$ cat src/rtl/byte_stream_pkg.sv
// Shared byte-stream types and helpers.
// Used by the deserializer and its serializer peer.
package byte_stream_pkg;

  localparam int BYTE_W = 8;

  typedef enum logic {
    FILL,
    HOLD
  } deser_state_t;

  // Lane that the cnt-th byte of a word occupies.
  function automatic int unsigned lane_of(
    input int unsigned cnt,
    input int unsigned size,
    input bit          msb_first
  );
    return msb_first ? size - 1 - cnt : cnt;
  endfunction

endpackage

$ cat src/rtl/byte_deser_if.sv
// Byte-in / word-out handshake bundle.
// slave = deserializer, master = its surroundings.
interface byte_deser_if #(
  parameter int SIZE = 7
) ();

  logic [7:0]                   byte_in;
  logic                         byte_valid;
  logic                         byte_ready;
  logic                         flush;
  logic [8*SIZE-1:0]            word_out;
  logic [$clog2(SIZE+1)-1:0]    word_count;
  logic                         word_valid;
  logic                         word_ready;

  modport master (
    output byte_in, byte_valid, flush, word_ready,
    input  byte_ready, word_out, word_count, word_valid
  );

  modport slave (
    input  byte_in, byte_valid, flush, word_ready,
    output byte_ready, word_out, word_count, word_valid
  );

endinterface

$ cat src/rtl/byte_lane_counter.sv
// Byte counter for the word being filled.
// Gives the lane to write plus last/empty flags.
module byte_lane_counter
  import byte_stream_pkg::*;
#(
  parameter int SIZE      = 7,
  parameter bit MSB_FIRST = 1'b0,
  parameter int CW        = $clog2(SIZE+1),
  parameter int LW        = $clog2(SIZE)
) (
  input  logic          clk,
  input  logic          rst,
  input  logic          clr,
  input  logic          inc,
  input  logic          load1,
  output logic [CW-1:0] cnt,
  output logic [LW-1:0] lane,
  output logic          last,
  output logic          empty
);

  // Saturating count; only clear or load1 bring it back down.
  always_ff @(posedge clk) begin
    if (rst || clr) begin
      cnt <= '0;
    end else if (load1) begin
      cnt <= CW'(1);
    end else if (inc && cnt != CW'(SIZE)) begin
      cnt <= cnt + CW'(1);
    end
  end

  // Lane index and flags decoded from the count.
  always_comb begin
    lane  = LW'(lane_of(int'(cnt), SIZE, MSB_FIRST));
    last  = (cnt == CW'(SIZE-1));
    empty = (cnt == '0);
  end

endmodule

$ cat src/rtl/byte_deser.sv
// Byte-stream deserializer: gathers SIZE bytes
// into one word, handed off on valid/ready.
module byte_deser
  import byte_stream_pkg::*;
#(
  parameter int SIZE      = 7,
  parameter bit MSB_FIRST = 1'b0
) (
  input logic          clk,
  input logic          rst,
  byte_deser_if.slave  bus
);

  localparam int CW = $clog2(SIZE+1);
  localparam int LW = $clog2(SIZE);
  localparam logic [LW-1:0] FIRST_LANE =
    LW'(lane_of(0, SIZE, MSB_FIRST));

  deser_state_t      state;
  logic [CW-1:0]     cnt;
  logic [LW-1:0]     lane;
  logic              last;
  logic              empty;
  logic [CW-1:0]     count_q;
  logic              valid_q;
  logic [BYTE_W-1:0] lane_q [SIZE];
  logic [8*SIZE-1:0] word;
  logic              acc;
  logic              take;
  logic [LW-1:0]     wr_lane;

  // Handshake decode; in HOLD a take frees the slot for a byte.
  always_comb begin
    bus.byte_ready = !rst && (state == FILL || bus.word_ready);
    acc     = bus.byte_valid && bus.byte_ready;
    take    = (state == HOLD) && bus.word_ready;
    wr_lane = (state == FILL) ? lane : FIRST_LANE;
  end

  byte_lane_counter #(
    .SIZE      (SIZE),
    .MSB_FIRST (MSB_FIRST)
  ) u_cnt (
    .clk   (clk),
    .rst   (rst),
    .clr   (take && !acc),
    .inc   ((state == FILL) && acc),
    .load1 (take && acc),
    .cnt   (cnt),
    .lane  (lane),
    .last  (last),
    .empty (empty)
  );

  // Word register: per-lane write enable, cleared on take.
  for (genvar i = 0; i < SIZE; i++) begin : g_lane
    always_ff @(posedge clk) begin
      if (rst) begin
        lane_q[i] <= '0;
      end else if (acc && wr_lane == LW'(i)) begin
        lane_q[i] <= bus.byte_in;
      end else if (take) begin
        lane_q[i] <= '0;
      end
    end
  end

  // Flatten lanes onto the output word.
  always_comb begin
    word = '0;
    for (int i = 0; i < SIZE; i++) begin
      word[i*BYTE_W +: BYTE_W] = lane_q[i];
    end
  end

  // FILL/HOLD control with registered word_valid/word_count.
  always_ff @(posedge clk) begin
    if (rst) begin
      state   <= FILL;
      count_q <= '0;
      valid_q <= 1'b0;
    end else begin
      unique case (state)
        FILL: begin
          if (acc && (last || bus.flush)) begin
            state   <= HOLD;
            valid_q <= 1'b1;
            count_q <= last ? CW'(SIZE) : cnt + CW'(1);
          end else if (bus.flush && !empty) begin
            state   <= HOLD;
            valid_q <= 1'b1;
            count_q <= cnt;
          end
        end
        HOLD: begin
          if (bus.word_ready) begin
            state   <= FILL;
            valid_q <= 1'b0;
            count_q <= '0;
          end
        end
        default: state <= FILL;
      endcase
    end
  end

  assign bus.word_out   = word;
  assign bus.word_count = count_q;
  assign bus.word_valid = valid_q;

endmodule

$ cat src/flat_wrapper.sv
// flat-port wrapper written by rule: the top's interface ports become plain ports
module byte_deser_flat import byte_stream_pkg::*;
#(
  parameter int SIZE      = 7,
  parameter bit MSB_FIRST = 1'b0
)
  (clk, rst, bus_byte_in, bus_byte_valid, bus_flush, bus_word_ready, bus_byte_ready, bus_word_out, bus_word_count, bus_word_valid);
  byte_deser_if #(.SIZE(SIZE)) bus_i ();
  input logic clk;
  input logic rst;
  input wire logic [$bits(bus_i.byte_in)-1:0] bus_byte_in;
  input wire logic [$bits(bus_i.byte_valid)-1:0] bus_byte_valid;
  input wire logic [$bits(bus_i.flush)-1:0] bus_flush;
  input wire logic [$bits(bus_i.word_ready)-1:0] bus_word_ready;
  output wire logic [$bits(bus_i.byte_ready)-1:0] bus_byte_ready;
  output wire logic [$bits(bus_i.word_out)-1:0] bus_word_out;
  output wire logic [$bits(bus_i.word_count)-1:0] bus_word_count;
  output wire logic [$bits(bus_i.word_valid)-1:0] bus_word_valid;
  assign bus_i.byte_in = bus_byte_in;
  assign bus_i.byte_valid = bus_byte_valid;
  assign bus_i.flush = bus_flush;
  assign bus_i.word_ready = bus_word_ready;
  assign bus_byte_ready = bus_i.byte_ready;
  assign bus_word_out = bus_i.word_out;
  assign bus_word_count = bus_i.word_count;
  assign bus_word_valid = bus_i.word_valid;
  byte_deser #(.SIZE(SIZE), .MSB_FIRST(MSB_FIRST)) u_core (.clk(clk), .rst(rst), .bus(bus_i));
endmodule
$ cat config.mk
export PLATFORM = sky130hd
export DESIGN_NAME = byte_deser_flat
export DESIGN_NICKNAME = d
export VERILOG_FILES = /design/src/rtl/byte_stream_pkg.sv /design/src/rtl/byte_deser_if.sv /design/src/rtl/byte_lane_counter.sv /design/src/rtl/byte_deser.sv /design/src/flat_wrapper.sv
export SDC_FILE = /design/constraint.sdc
export NUM_CORES = 1
export LEC_CHECK = 0
export ABC_AREA = 1
export BUFFER_PORTS_ARGS = -buffer_cell sky130_fd_sc_hd__buf_2
export CAP_MARGIN = 10
export CORE_MARGIN = 2
export CORE_UTILIZATION = 25
export DETAILED_ROUTE_END_ITERATION = 6
export PLACE_DENSITY = 0.48
export SETUP_SLACK_MARGIN = 0.15
export SLEW_MARGIN = 10
export SYNTH_ARGS = -nofsm -noshare
export SYNTH_HDL_FRONTEND = slang
export SYNTH_SLANG_ARGS = --single-unit
export TNS_END_PERCENT = 100
$ cat constraint.sdc
create_clock -name clk -period 2.1 [get_ports clk]
set_input_delay 0.21 -clock clk [delete_from_list [all_inputs] [get_ports clk]]
set_output_delay 0.21 -clock clk [all_outputs]
set_load 0.03 [all_outputs]
# --- After elaboration in Yosys (flattened, before gate mapping) ---
# Memory sizes are Yosys's and may differ from the RTL's.
# Cells that the tools add are included.
totals:
  input_bits: 13
  elab_cells: 134
  output_inout_bits: 61
  regBits: 8
  mem_bits_rw: 56
  n_memories: 1
mem_list:
  columns: ["memory", "depth", "width", "read_ports", "rd_clocked_by_memory_dff", "write_ports", "line_no", "rtl"]
  rows:
  - ["u_core.lane_q", 7, 8, 7, 0, 7, "byte_deser.sv:26", "logic [BYTE_W-1:0] lane_q [SIZE];"]
op_classes:
  mux: 75
  reduce_logical: 27
  n_eq_ne: 10
  n_bitwise: 15
  addsub: 1
op_table:
  columns: ["cell", "count"]
  rows:
  - ["$mux W8", 14]
  - ["$mux W1", 53]
  - ["$logic_and A1 B1 Y1", 16]
  - ["$mux W3", 5]
  - ["$or A1 B1 Y1", 14]
  - ["$eq A3 B3 Y1 const B", 4]
  - ["$eq A3 B2 Y1 const B", 2]
  - ["$logic_not A3 Y1", 2]
  - ["$ne A3 B3 Y1 const B", 2]
  - ["$pmux W3 S2", 1]
  - ["$pmux W1 S2", 2]
  - ["$add A3 B1 Y3 const B", 1]
  - ["$eq A3 B1 Y1 const B", 1]
  - ["$logic_not A1 Y1", 3]
  - ["$logic_or A1 B1 Y1", 3]
  - ["$ne A2 B2 Y1 const B", 1]
  - ["$reduce_and A2 Y1", 1]
  - ["$reduce_bool A2 Y1", 1]
  - ["$reduce_or A2 Y1", 1]
  - ["$not A1 Y1", 1]

# --- Logic depth before layout (Yosys ltp) ---
logic_depth:
  depth_word: 10
  mapped_depth: 9
  ltp_nobuf: 9

# --- Modules after synthesis ---
# A second synthesis with hierarchy kept.
unflattened:
  cells_unflattened: 234
  hier_area_um2: 2641.3
by_module_without_submodules:
  columns: ["module", "instances", "seq_area_each_um2", "cells_each", "area_per_inst_um2"]
  rows:
  - ["byte_deser", 1, 1781.7, 199, 2397.3]
  - ["byte_lane_counter", 1, 60.1, 35, 244.0]

# --- Worst setup path before layout ---
# No wires, ideal clock.
synth_path:
  path_type: "register -> register"
  start: "reg u_core.u_cnt.cnt[0]"
  end: "mem u_core.lane_q[5][2], in the netlist u_core.lane_q[1][10] (enable)"
  period_less_slack_ps: 1441
  arrival_time_ps: 1112
  required_ps: 1771
  path_slack_ps: 659
  n_path_buf: 0
  stages_incl_launch_ff: 5
  setup_time_ps: 329
  cell_sequence: "dfxtp_1 > inv_1 > nor3_2 > nand3_2 > nand2_1"
synth_lines:
  columns: ["element", "line_no", "rtl"]
  rows:
  - ["start, declared", "byte_lane_counter.sv:16", "output logic [CW-1:0] cnt,"]
  - ["start signal, assigned", "byte_lane_counter.sv:29", "cnt <= cnt + CW'(1);"]
  - ["end, declared", "byte_deser.sv:26", null]

==> impl_metrics.toml <==
[timing]
finalSetupTns_ns = 0
finClkSkew_ns = 0.00989
slew_viol_final = 0
setup_ws_ns = 0.379
hold_ws_ns = 0.0929
fmax_mhz = 581
slew_headroom_pct = 72.6
finalHoldViolCount = 0
tightest_slew_ns = 0.410
rsz0062_at_grt = "no"
period_share_pct = 82.0
period_minus_slack_ns = 1.72
final-setup-viol-count = 0

[route]
viasPerCell = 4.16
first_pass_iters = 4
routedWlPerCell_um = 14.0
drtAntennaViolNets = 0
vias = 1783
drcViolationCount = 0
drtIter0Drc = 105
routed_wl_um = 5990

[yosys]
synth_cell_types = 23
syn_nets = 226
seq_area_frac_synth_pct = 71.8
avgSynthCellArea_um2 = 12.3
synth.area.top_cells = "edfxtp_1, nor2_1, dfxtp_1"
synth-seq-cells = 64
synth_top_area_share_pct = 65.6
yosys.area.top_type = "edfxtp_1"
syn_area_mm2 = 0.00256
yosys_warnings = 0
netlist_instances = 209

[worst_setup_path]
timing.rr.start = "u_core.state"
worst-setup-path-type = "reg2reg"
crit_path_end_kind = "register"
reg2reg_slack_ns = 0.38
crit_fanout = 10
arrival_ns = 1.74
cp-start-kind = "register"
worstRegToRegCells = 4
startpoint = "u_core.state"
required_ns = 2.12
r2r_end = "u_core.lane_q[0][6]"

[clock_network]
cts-root-buf = "clkbuf_8"
clk_pin_slew_worst_paths_ns = 0.08
clockBufferDepth = 2
post_cts_buffers = 0
htreeDepth = 3
ctsHoldBuffers = 0
cts_sinks = 64
clk_latency_ns = 0.34
cts_tree = "built"
cts_buffers = 9

[die]
fp.dieH_um = 105
dieWidth_um = 105
num_rows = 36
start_util_pct = 26.0
core_mm2 = 0.00986
dieArea_mm2 = 0.0111
io_pins = 74

[hold_path]
hold_path.startpoint = "rst"
min_to = "u_core.bus.word_count[1]"
holdCritPathClass = "in2reg"
hold_path_depth = 2

[global_routing]
grt_pass1_wl_um = 9650
grt_max_degree = 13
grt-ovfl-total = 0
antenna_found_initial = 0
track_usage_pct = 11.4
grt_pass1_vias = 1783

[layout]
final_core_util_pct = 33.2
area_growth_pct = 27.8
multi_input_area_um2 = 633
layout_common_cells = "buf_2, nor2_1, edfxtp_1"
regArea_mm2 = 0.00184
finalNetCount = 308
insertedDiodeCount = 0
nFillCells = 1019
mostFrequentLayoutCell = "buf_2"
drive_gt1_share_pct = 36.1

[placed_design]
io_buffers = 73
post-place-ws_ns = 0.183
hpwl_um = 4270
globalplace.congestion = 0.790

[flow_run]
maxCapViolCount = 0

[power_and_ir_drop]
p_sw_share_pct = 31.6
power.leakage_nw = 1.48
power_mw = 3.22
p_sw_mw = 1.02
clkPwrFrac_pct = 32.7
power.density_mw_per_mm2 = 983
vdd_ir_drop_max_mv = 0.336
pwr-share-comb_pct = 18.4
seqPwrFrac_pct = 49.0
p_int_mw = 2.21

[run_status]
outcome = "completed"
cell usage after synthesis, drive strengths merged:
master	n
inv	19
o21ai	5
nor3	3
edfxtp	56
nand4	2
xor2	1
a21oi	8
ha	4
nand3	9
dfxtp	8
nand2	27
nor2	65
buf	2
worst max-delay path, cell delays in order (launching register included):
cell and delay (ns):
dfxtp_2 0.50, inv_1 0.13, o21ai_0 0.15, nand2_1 0.27, nand2_1 0.34
power groups by stage:
stage,Sequential [mW],Combinational [mW],Clock (mW)
6_report,1.58,0.592,1.05
5_1_grt,1.59,0.638,1.13
4_1_cts,1.58,0.599,1.07
3_5_place_dp,1.61,0.597,0
3_3_place_gp,1.60,0.596,0
2_1_floorplan,1.80,0.221,0
area by class of cell:
cell class              count  area share, %
inverters                  19           2.25
well taps                 133           5.08
repair buffers             73           11.1
clock inverters             7           2.18
flip-flops and latches     64           56.2
clock buffers               9           3.78
multi-input cells         124           19.3
cell families after synthesis:
kind of cell               Yosys count  share of synthesized area (%)
AOI/OAI and AO/OA                   13                           2.98
xor gates and xnor gates             1                          0.342
adders and majority gates            4                           1.95
buffers and inverters               21                           3.51
DFF                                 64                           71.8
and+or+nand+nor                    106                           19.4
registers in the layout, summed over array words and instances (netlist names):
| register | cells |
|---|---|
| u_core.bus.word_count | 3 |
| u_core.bus.word_valid | 1 |
| u_core.u_cnt.cnt | 3 |
| u_core.state | 1 |
| u_core.lane_q | 56 |
worst max path at each step:
stage | endpoint
global placement | u_core.lane_q[0][7]
global route | u_core.lane_q[0][22]
finish | u_core.lane_q[0][6]
floorplan | u_core.lane_q[1][10]
detailed placement | u_core.lane_q[0][3]
CTS | u_core.lane_q[0][3]
routing by layer:
metal,track usage (%),part of all wire [%],vias to the layer above
met5,0,0,-
met4,5.05,2.0,0
met3,2.78,5.4,11
met2,17.1,44,69
met1,15.7,49,833
li1,-,-,870
repair_timing:
item                                    CTS  global route
endpoints found under the setup margin    0            56
gates resized for setup                   0             1
hold endpoints to repair                  0             0
stage by stage:
| step | cell area (um2) | cells |
|---|---|---|
| 3_5_place_dp | 3080 | 413 |
| 5_1_grt | 3280 | 429 |
| 6_report | 3280 | 429 |
| 2_1_floorplan | 2560 | 209 |
| 4_1_cts | 3280 | 429 |
| 3_3_place_gp | 3080 | 413 |
Note: power is estimated with default switching activity, not from simulation.
